**src/rtl/prng_tick_gen_if.sv**
```systemverilog
// Signal bundle between the PRNG timing front-end and its environment.
// The master side drives the enable, run switch and step button; the slave
// side (the tick generator) returns the clock enables and status.
`timescale 1ns/1ps
interface prng_tick_gen_if;
  logic       en;
  logic       mode_run;
  logic       step_btn;
  logic       slow_tick;
  logic       fast_tick;
  logic       running;
  logic [7:0] tick_count;

  modport master (
    output en,
    output mode_run,
    output step_btn,
    input  slow_tick,
    input  fast_tick,
    input  running,
    input  tick_count
  );

  modport slave (
    input  en,
    input  mode_run,
    input  step_btn,
    output slow_tick,
    output fast_tick,
    output running,
    output tick_count
  );
endinterface

```
**src/rtl/prng_tick_gen.sv**
```systemverilog
// PRNG timing front-end: produces single-cycle clock enables for the data
// LFSR (slow_tick) and control LFSR (fast_tick) on the one system clock.
// Supports free-run and pause modes plus a debounced single-step button;
// a step issues one pulse on both ticks while paused.
`timescale 1ns/1ps
module prng_tick_gen #(
  parameter logic [23:0] SLOW_DIV  = 24'd10_000_000,
  parameter logic [23:0] FAST_DIV  = 24'd4,
  parameter logic [19:0] DB_CYCLES = 20'd500_000
) (
  input  logic            clk,
  input  logic            reset,
  prng_tick_gen_if.slave  bus
);

  typedef enum logic {
    PAUSED = 1'b0,
    RUN    = 1'b1
  } state_t;

  state_t      state_q, state_d;
  logic        run_meta_q, run_meta_d;
  logic        run_s_q, run_s_d;
  logic        btn_meta_q, btn_meta_d;
  logic        btn_s_q, btn_s_d;
  logic [23:0] slow_cnt_q, slow_cnt_d;
  logic [23:0] fast_cnt_q, fast_cnt_d;
  logic        slow_tick_q, slow_tick_d;
  logic        fast_tick_q, fast_tick_d;
  logic        running_q, running_d;
  logic [7:0]  tick_count_q, tick_count_d;
  logic [19:0] db_cnt_q, db_cnt_d;
  logic        db_state_q, db_state_d;
  logic        step_pend_q, step_pend_d;

  // Two-flop synchronizers bring the raw switch and button into the clk domain.
  always_comb begin
    run_meta_d = bus.mode_run;
    run_s_d    = run_meta_q;
    btn_meta_d = bus.step_btn;
    btn_s_d    = btn_meta_q;
  end

  // Run/pause state: enter RUN only while enabled with the switch up; leave on either dropping.
  always_comb begin
    state_d = state_q;
    case (state_q)
      PAUSED: if (bus.en && run_s_q) state_d = RUN;
      RUN:    if (!bus.en || !run_s_q) state_d = PAUSED;
      default: state_d = PAUSED;
    endcase
    running_d = (state_d == RUN);
  end

  // Debouncer: a level change is accepted only after it persists for DB_CYCLES edges; a press while paused arms one step.
  always_comb begin
    db_state_d  = db_state_q;
    db_cnt_d    = '0;
    step_pend_d = 1'b0;
    if (btn_s_q != db_state_q) begin
      if (db_cnt_q == DB_CYCLES - 20'd1) begin
        db_state_d = btn_s_q;
      end else begin
        db_cnt_d = db_cnt_q + 20'd1;
      end
    end
    step_pend_d = !db_state_q && db_state_d && (state_q == PAUSED) &&
                  !run_s_q && bus.en && (state_d == PAUSED);
  end

  // Dividers count only while staying in RUN, so each RUN entry restarts a full period; otherwise a pending step fires both ticks.
  always_comb begin
    slow_cnt_d  = '0;
    fast_cnt_d  = '0;
    slow_tick_d = 1'b0;
    fast_tick_d = 1'b0;
    if (state_q == RUN && state_d == RUN) begin
      if (slow_cnt_q == SLOW_DIV - 24'd1) begin
        slow_tick_d = 1'b1;
      end else begin
        slow_cnt_d = slow_cnt_q + 24'd1;
      end
      if (fast_cnt_q == FAST_DIV - 24'd1) begin
        fast_tick_d = 1'b1;
      end else begin
        fast_cnt_d = fast_cnt_q + 24'd1;
      end
    end else if (step_pend_q && bus.en && state_d == PAUSED) begin
      slow_tick_d = 1'b1;
      fast_tick_d = 1'b1;
    end
    tick_count_d = tick_count_q + {7'd0, slow_tick_d};
  end

  // State register for all flops; reset returns everything to idle immediately.
  always_ff @(posedge clk or posedge reset) begin
    if (reset) begin
      state_q      <= PAUSED;
      run_meta_q   <= 1'b0;
      run_s_q      <= 1'b0;
      btn_meta_q   <= 1'b0;
      btn_s_q      <= 1'b0;
      slow_cnt_q   <= '0;
      fast_cnt_q   <= '0;
      slow_tick_q  <= 1'b0;
      fast_tick_q  <= 1'b0;
      running_q    <= 1'b0;
      tick_count_q <= '0;
      db_cnt_q     <= '0;
      db_state_q   <= 1'b0;
      step_pend_q  <= 1'b0;
    end else begin
      state_q      <= state_d;
      run_meta_q   <= run_meta_d;
      run_s_q      <= run_s_d;
      btn_meta_q   <= btn_meta_d;
      btn_s_q      <= btn_s_d;
      slow_cnt_q   <= slow_cnt_d;
      fast_cnt_q   <= fast_cnt_d;
      slow_tick_q  <= slow_tick_d;
      fast_tick_q  <= fast_tick_d;
      running_q    <= running_d;
      tick_count_q <= tick_count_d;
      db_cnt_q     <= db_cnt_d;
      db_state_q   <= db_state_d;
      step_pend_q  <= step_pend_d;
    end
  end

  assign bus.slow_tick  = slow_tick_q;
  assign bus.fast_tick  = fast_tick_q;
  assign bus.running    = running_q;
  assign bus.tick_count = tick_count_q;

endmodule

```
**src/flat_wrapper.sv**
```systemverilog
// flat-port wrapper written by rule: the top's interface ports become plain ports
module prng_tick_gen_flat 
#(
  parameter logic [23:0] SLOW_DIV  = 24'd10_000_000,
  parameter logic [23:0] FAST_DIV  = 24'd4,
  parameter logic [19:0] DB_CYCLES = 20'd500_000
)
  (clk, reset, bus_en, bus_mode_run, bus_step_btn, bus_slow_tick, bus_fast_tick, bus_running, bus_tick_count);
  prng_tick_gen_if bus_i ();
  input  logic clk;
  input  logic reset;
  input wire logic [$bits(bus_i.en)-1:0] bus_en;
  input wire logic [$bits(bus_i.mode_run)-1:0] bus_mode_run;
  input wire logic [$bits(bus_i.step_btn)-1:0] bus_step_btn;
  output wire logic [$bits(bus_i.slow_tick)-1:0] bus_slow_tick;
  output wire logic [$bits(bus_i.fast_tick)-1:0] bus_fast_tick;
  output wire logic [$bits(bus_i.running)-1:0] bus_running;
  output wire logic [$bits(bus_i.tick_count)-1:0] bus_tick_count;
  assign bus_i.en = bus_en;
  assign bus_i.mode_run = bus_mode_run;
  assign bus_i.step_btn = bus_step_btn;
  assign bus_slow_tick = bus_i.slow_tick;
  assign bus_fast_tick = bus_i.fast_tick;
  assign bus_running = bus_i.running;
  assign bus_tick_count = bus_i.tick_count;
  prng_tick_gen #(.SLOW_DIV(SLOW_DIV), .FAST_DIV(FAST_DIV), .DB_CYCLES(DB_CYCLES)) u_core (.clk(clk), .reset(reset), .bus(bus_i));
endmodule
```
**config.mk**
```make
export PLATFORM = sky130hd
export DESIGN_NAME = prng_tick_gen_flat
export DESIGN_NICKNAME = d
export VERILOG_FILES = /design/src/rtl/prng_tick_gen_if.sv /design/src/rtl/prng_tick_gen.sv /design/src/flat_wrapper.sv
export SDC_FILE = /design/constraint.sdc
export NUM_CORES = 1
export LEC_CHECK = 0
export ABC_AREA = 1
export ABC_CLOCK_PERIOD_IN_PS = 2500
export BUFFER_PORTS_ARGS = -buffer_cell sky130_fd_sc_hd__clkbuf_2
export CAP_MARGIN = 25
export CORE_MARGIN = 2
export CORE_UTILIZATION = 56
export CTS_CLUSTER_DIAMETER = 60
export DETAILED_ROUTE_END_ITERATION = 10
export MAX_ROUTING_LAYER = met4
export PLACE_DENSITY = 0.76
export SLEW_MARGIN = 15
export SYNTH_ARGS = -nofsm -noshare
export SYNTH_HDL_FRONTEND = slang
export SYNTH_SLANG_ARGS = --single-unit
export TNS_END_PERCENT = 30
```
**constraint.sdc**
```tcl
create_clock -name clk -period 2.5 [get_ports clk]
set_input_delay 0.375 -clock clk [delete_from_list [all_inputs] [get_ports clk]]
set_output_delay 0.375 -clock clk [all_outputs]
set_load 0.1 [all_outputs]
```
==> metrics.txt <==
outcome complete, no violations; data required time at the worst endpoint 2.74 ns; worst setup path class register to register; Clock Tree Root sky130_fd_sc_hd__clkbuf_8; Yosys Warn Count 0; slew margin rel. 63.0%; period utilisation layout 85.6%; cell total after placement 712; H-tree level count 3; simple-gate share of the synthesized area 39.3%; total via count after detailed routing 3,770; Final Hold Vio Count 0; pin slew with the least headroom to its limit 0.558 ns; combined flip-flop and latch cell area 2130 um^2; count of distinct cell types in the synthesized netlist 32; kind of end point of the critical path register; Data arrival, critical path 2.38 ns; prevailing post-synth register cell sky130_fd_sc_hd__dfrtp_1; per-cell routed wire length 12.6 um; kind of start point of the critical path register; cell area after synthesis 4680 um^2; vias per inst 5.19; post-route worst hold slack 0.121 ns; multi-input combinational cell area 2330 um^2; DRC errors left 0; clk sinks 85; count of fill cells added during filler insertion 742; total power divided by cell area 472 nW/um^2; final core utilization 62.3%; static leakage 2.12 nW; number of I/O pins 16; Post-Syn Nets 603; Starting DRT DRC Count 169; fraction of layout cells with a size suffix above 1 15.8%; sequential cell area fraction in the yosys report 45.4%; fraction of the mapped netlist area in compound gates 2.19%; Setup TNS Final 0 ns; # setup viols final 0; Max rail drop VDD 0.287 mV; wire length of the first global-routing pass 16,200 um; routability cong. 0.928; count of flip-flops with a built-in enable after synthesis 0; via count of the first global-routing pass 3,531; num rows 33; total of cells resized after clock tree synthesis 0; ys async rst share 100%; TritonCTS clock tree done; peak fanout along the critical path 4; Final Net Count 628; final total power 2.40 mW; largest buffer count on any clock path 2; count of input and output buffers 15; setup repair after global routing missed its margin false; proportion of synthesized area in mux cells 0%; antenna violations before repair 0; number of antenna-violating nets in the routed design 0; FF+latch count, synth 85; area share of fa/ha/maj cells after synthesis 1.34%; # Max-Cap Violations 0; core footprint 8180 um^2; ANT cells 0; latest clock arrival within the worst-skew pair 0.35 ns; largest clock skew in the final design 0.00894 ns; Slew Viols, Final 0; TritonCTS buffer count 9; Synth Area in XOR/XNOR 7.08%; floorplan die height 95.4 um; largest net degree at the start of global routing 86; initial core utilization 57.3%; die outline width 95.4 um; path type of the worst min-delay path input port to async pin; combinational family with the most area after synthesis simple AND/OR/NAND/NOR gates; highest achievable clock rate 467 MHz; area grow syn2layout 8.82%; synthesized area divided by synthesized cell count 7.89 um^2; Hold-fix buffers, CTS 0; final WL 9150 um; Clk pin slew, worst setup/hold paths 0.08 ns; grt ovf 0; post-route non-filler standard cell count 727; detailed-placement wirelength estimate 6770 um; # Post-CTS Setup Buffers 0; overall fraction of global-route tracks in use 23.3%; number of instances in the synthesized netlist 593; area of the die 9110 um^2; minimum period implied by the final worst setup slack 2.14 ns; DRT Pass-1 Iters 5
-- cells in the mapped netlist, types with 5 or more instances --
library cell / n / share of area, %
sky130_fd_sc_hd__a21oi_1: 7 / 0.75
sky130_fd_sc_hd__dfrtp_1: 85 / 45
sky130_fd_sc_hd__ha_1: 5 / 1.3
sky130_fd_sc_hd__inv_1: 49 / 3.9
sky130_fd_sc_hd__inv_2: 6 / 0.48
sky130_fd_sc_hd__nand2_1: 135 / 11
sky130_fd_sc_hd__nand2_2: 14 / 1.9
sky130_fd_sc_hd__nand3_1: 39 / 4.2
sky130_fd_sc_hd__nand3_2: 8 / 1.7
sky130_fd_sc_hd__nand4_1: 12 / 1.6
sky130_fd_sc_hd__nor2_1: 130 / 10
sky130_fd_sc_hd__nor2_2: 18 / 2.4
sky130_fd_sc_hd__nor2_4: 11 / 2.6
sky130_fd_sc_hd__nor3_1: 10 / 1.1
sky130_fd_sc_hd__xnor2_1: 10 / 1.9
sky130_fd_sc_hd__xor2_1: 26 / 4.9
-- final cells by class --
type                       instances  share of cell area, %
tap                              105                   2.58
timing repair buffer              17                   2.01
sequential                        85                   41.8
inverter                          55                   4.13
clock buffer                       9                   2.43
multi-input combinational        450                   45.8
clock inverter                     6                   1.25
-- routing by layer --
layer  track usage [%]  part of all wire [%]  vias to the layer above
met4              8.81                   1.9                        0
met2              36.9                    47                       92
met3              3.56                   4.4                       14
li1                  -                     -                     1910
met1              30.5                    47                     1754
met5                 -                     0                        -
-- state kept, by name, summed over array words and instances (netlist names) --
signal                 flops
u_core.state_q             1
u_core.bus.fast_tick       1
u_core.db_cnt_q           20
u_core.run_meta_q          1
u_core.step_pend_q         1
u_core.btn_s_q             1
u_core.db_state_q          1
u_core.bus.tick_count      8
u_core.run_s_q             1
u_core.slow_cnt_q         24
u_core.btn_meta_q          1
u_core.fast_cnt_q         24
u_core.bus.slow_tick       1
-- worst paths after layout --
path | startpoint | endpoint | slack (ns) | cells past startpoint
max in group asynchronous | reset | u_core.db_cnt_q[8] | 2.06 | 3
max | u_core.slow_cnt_q[0] | u_core.bus.tick_count[4] | 0.36 | 11
max reg2reg | u_core.slow_cnt_q[0] | u_core.bus.tick_count[4] | 0.36 | 11
min reg2reg | u_core.run_meta_q | u_core.run_s_q | 0.35 | 0
min in group clk | bus_step_btn | u_core.btn_meta_q | 0.12 | 1
min | reset | u_core.bus.tick_count[6] | 0.12 | 3
-- per-stage QoR --
stage               setup WS [ns]  cell area, um^2
finish                      0.360             5090
CTS                         0.349             5090
floorplan                   0.127             4680
global route                0.137             5090
global placement            0.468             4910
detailed placement          0.358             4910
-- critical path, cell delays in order (launching register included) --
cell and delay [ns]:
sky130_fd_sc_hd__dfrtp_1 0.40, sky130_fd_sc_hd__ha_1 0.19, sky130_fd_sc_hd__nand2_1 0.11, sky130_fd_sc_hd__inv_1 0.13
sky130_fd_sc_hd__nand2_2 0.10, sky130_fd_sc_hd__nor2_4 0.15, sky130_fd_sc_hd__nand2_2 0.09, sky130_fd_sc_hd__o21ai_1 0.18
sky130_fd_sc_hd__ha_1 0.22, sky130_fd_sc_hd__ha_1 0.21, sky130_fd_sc_hd__nand3_1 0.11, sky130_fd_sc_hd__xor2_1 0.15
-- cells by family after synthesis --
group,Yosys count
compound gates,17
fa+ha+maj,5
buf+inv,58
xor+xnor,37
simple gates,391
flops,85
-- layout by cell type (no fill, tap or decap), drive strengths merged --
cell	Yosys	layout
nor3	11	11
nand3b	2	2
nand2	152	152
bufinv	0	1
buf	1	2
a31oi	1	1
dfrtp	85	85
clkinvlp	0	3
clkinv	0	2
nor2	159	159
inv	55	55
or2	4	4
nand4	12	12
clkbuf	2	24
o21bai	2	2
nor3b	4	4
o21ai	6	6
ha	5	5
nand3	47	47
a21oi	8	8
xnor2	10	10
xor2	27	27
-- power breakdown --
| part | leakage, nW | switching (mW) | internal [mW] |
|---|---|---|---|
| clock network | 0.0915 | 0.489 | 0.456 |
| logic | 0.862 | 0.0553 | 0.0149 |
| registers | 1.17 | 0.00589 | 1.38 |
Power figures use the tool's default switching activity.
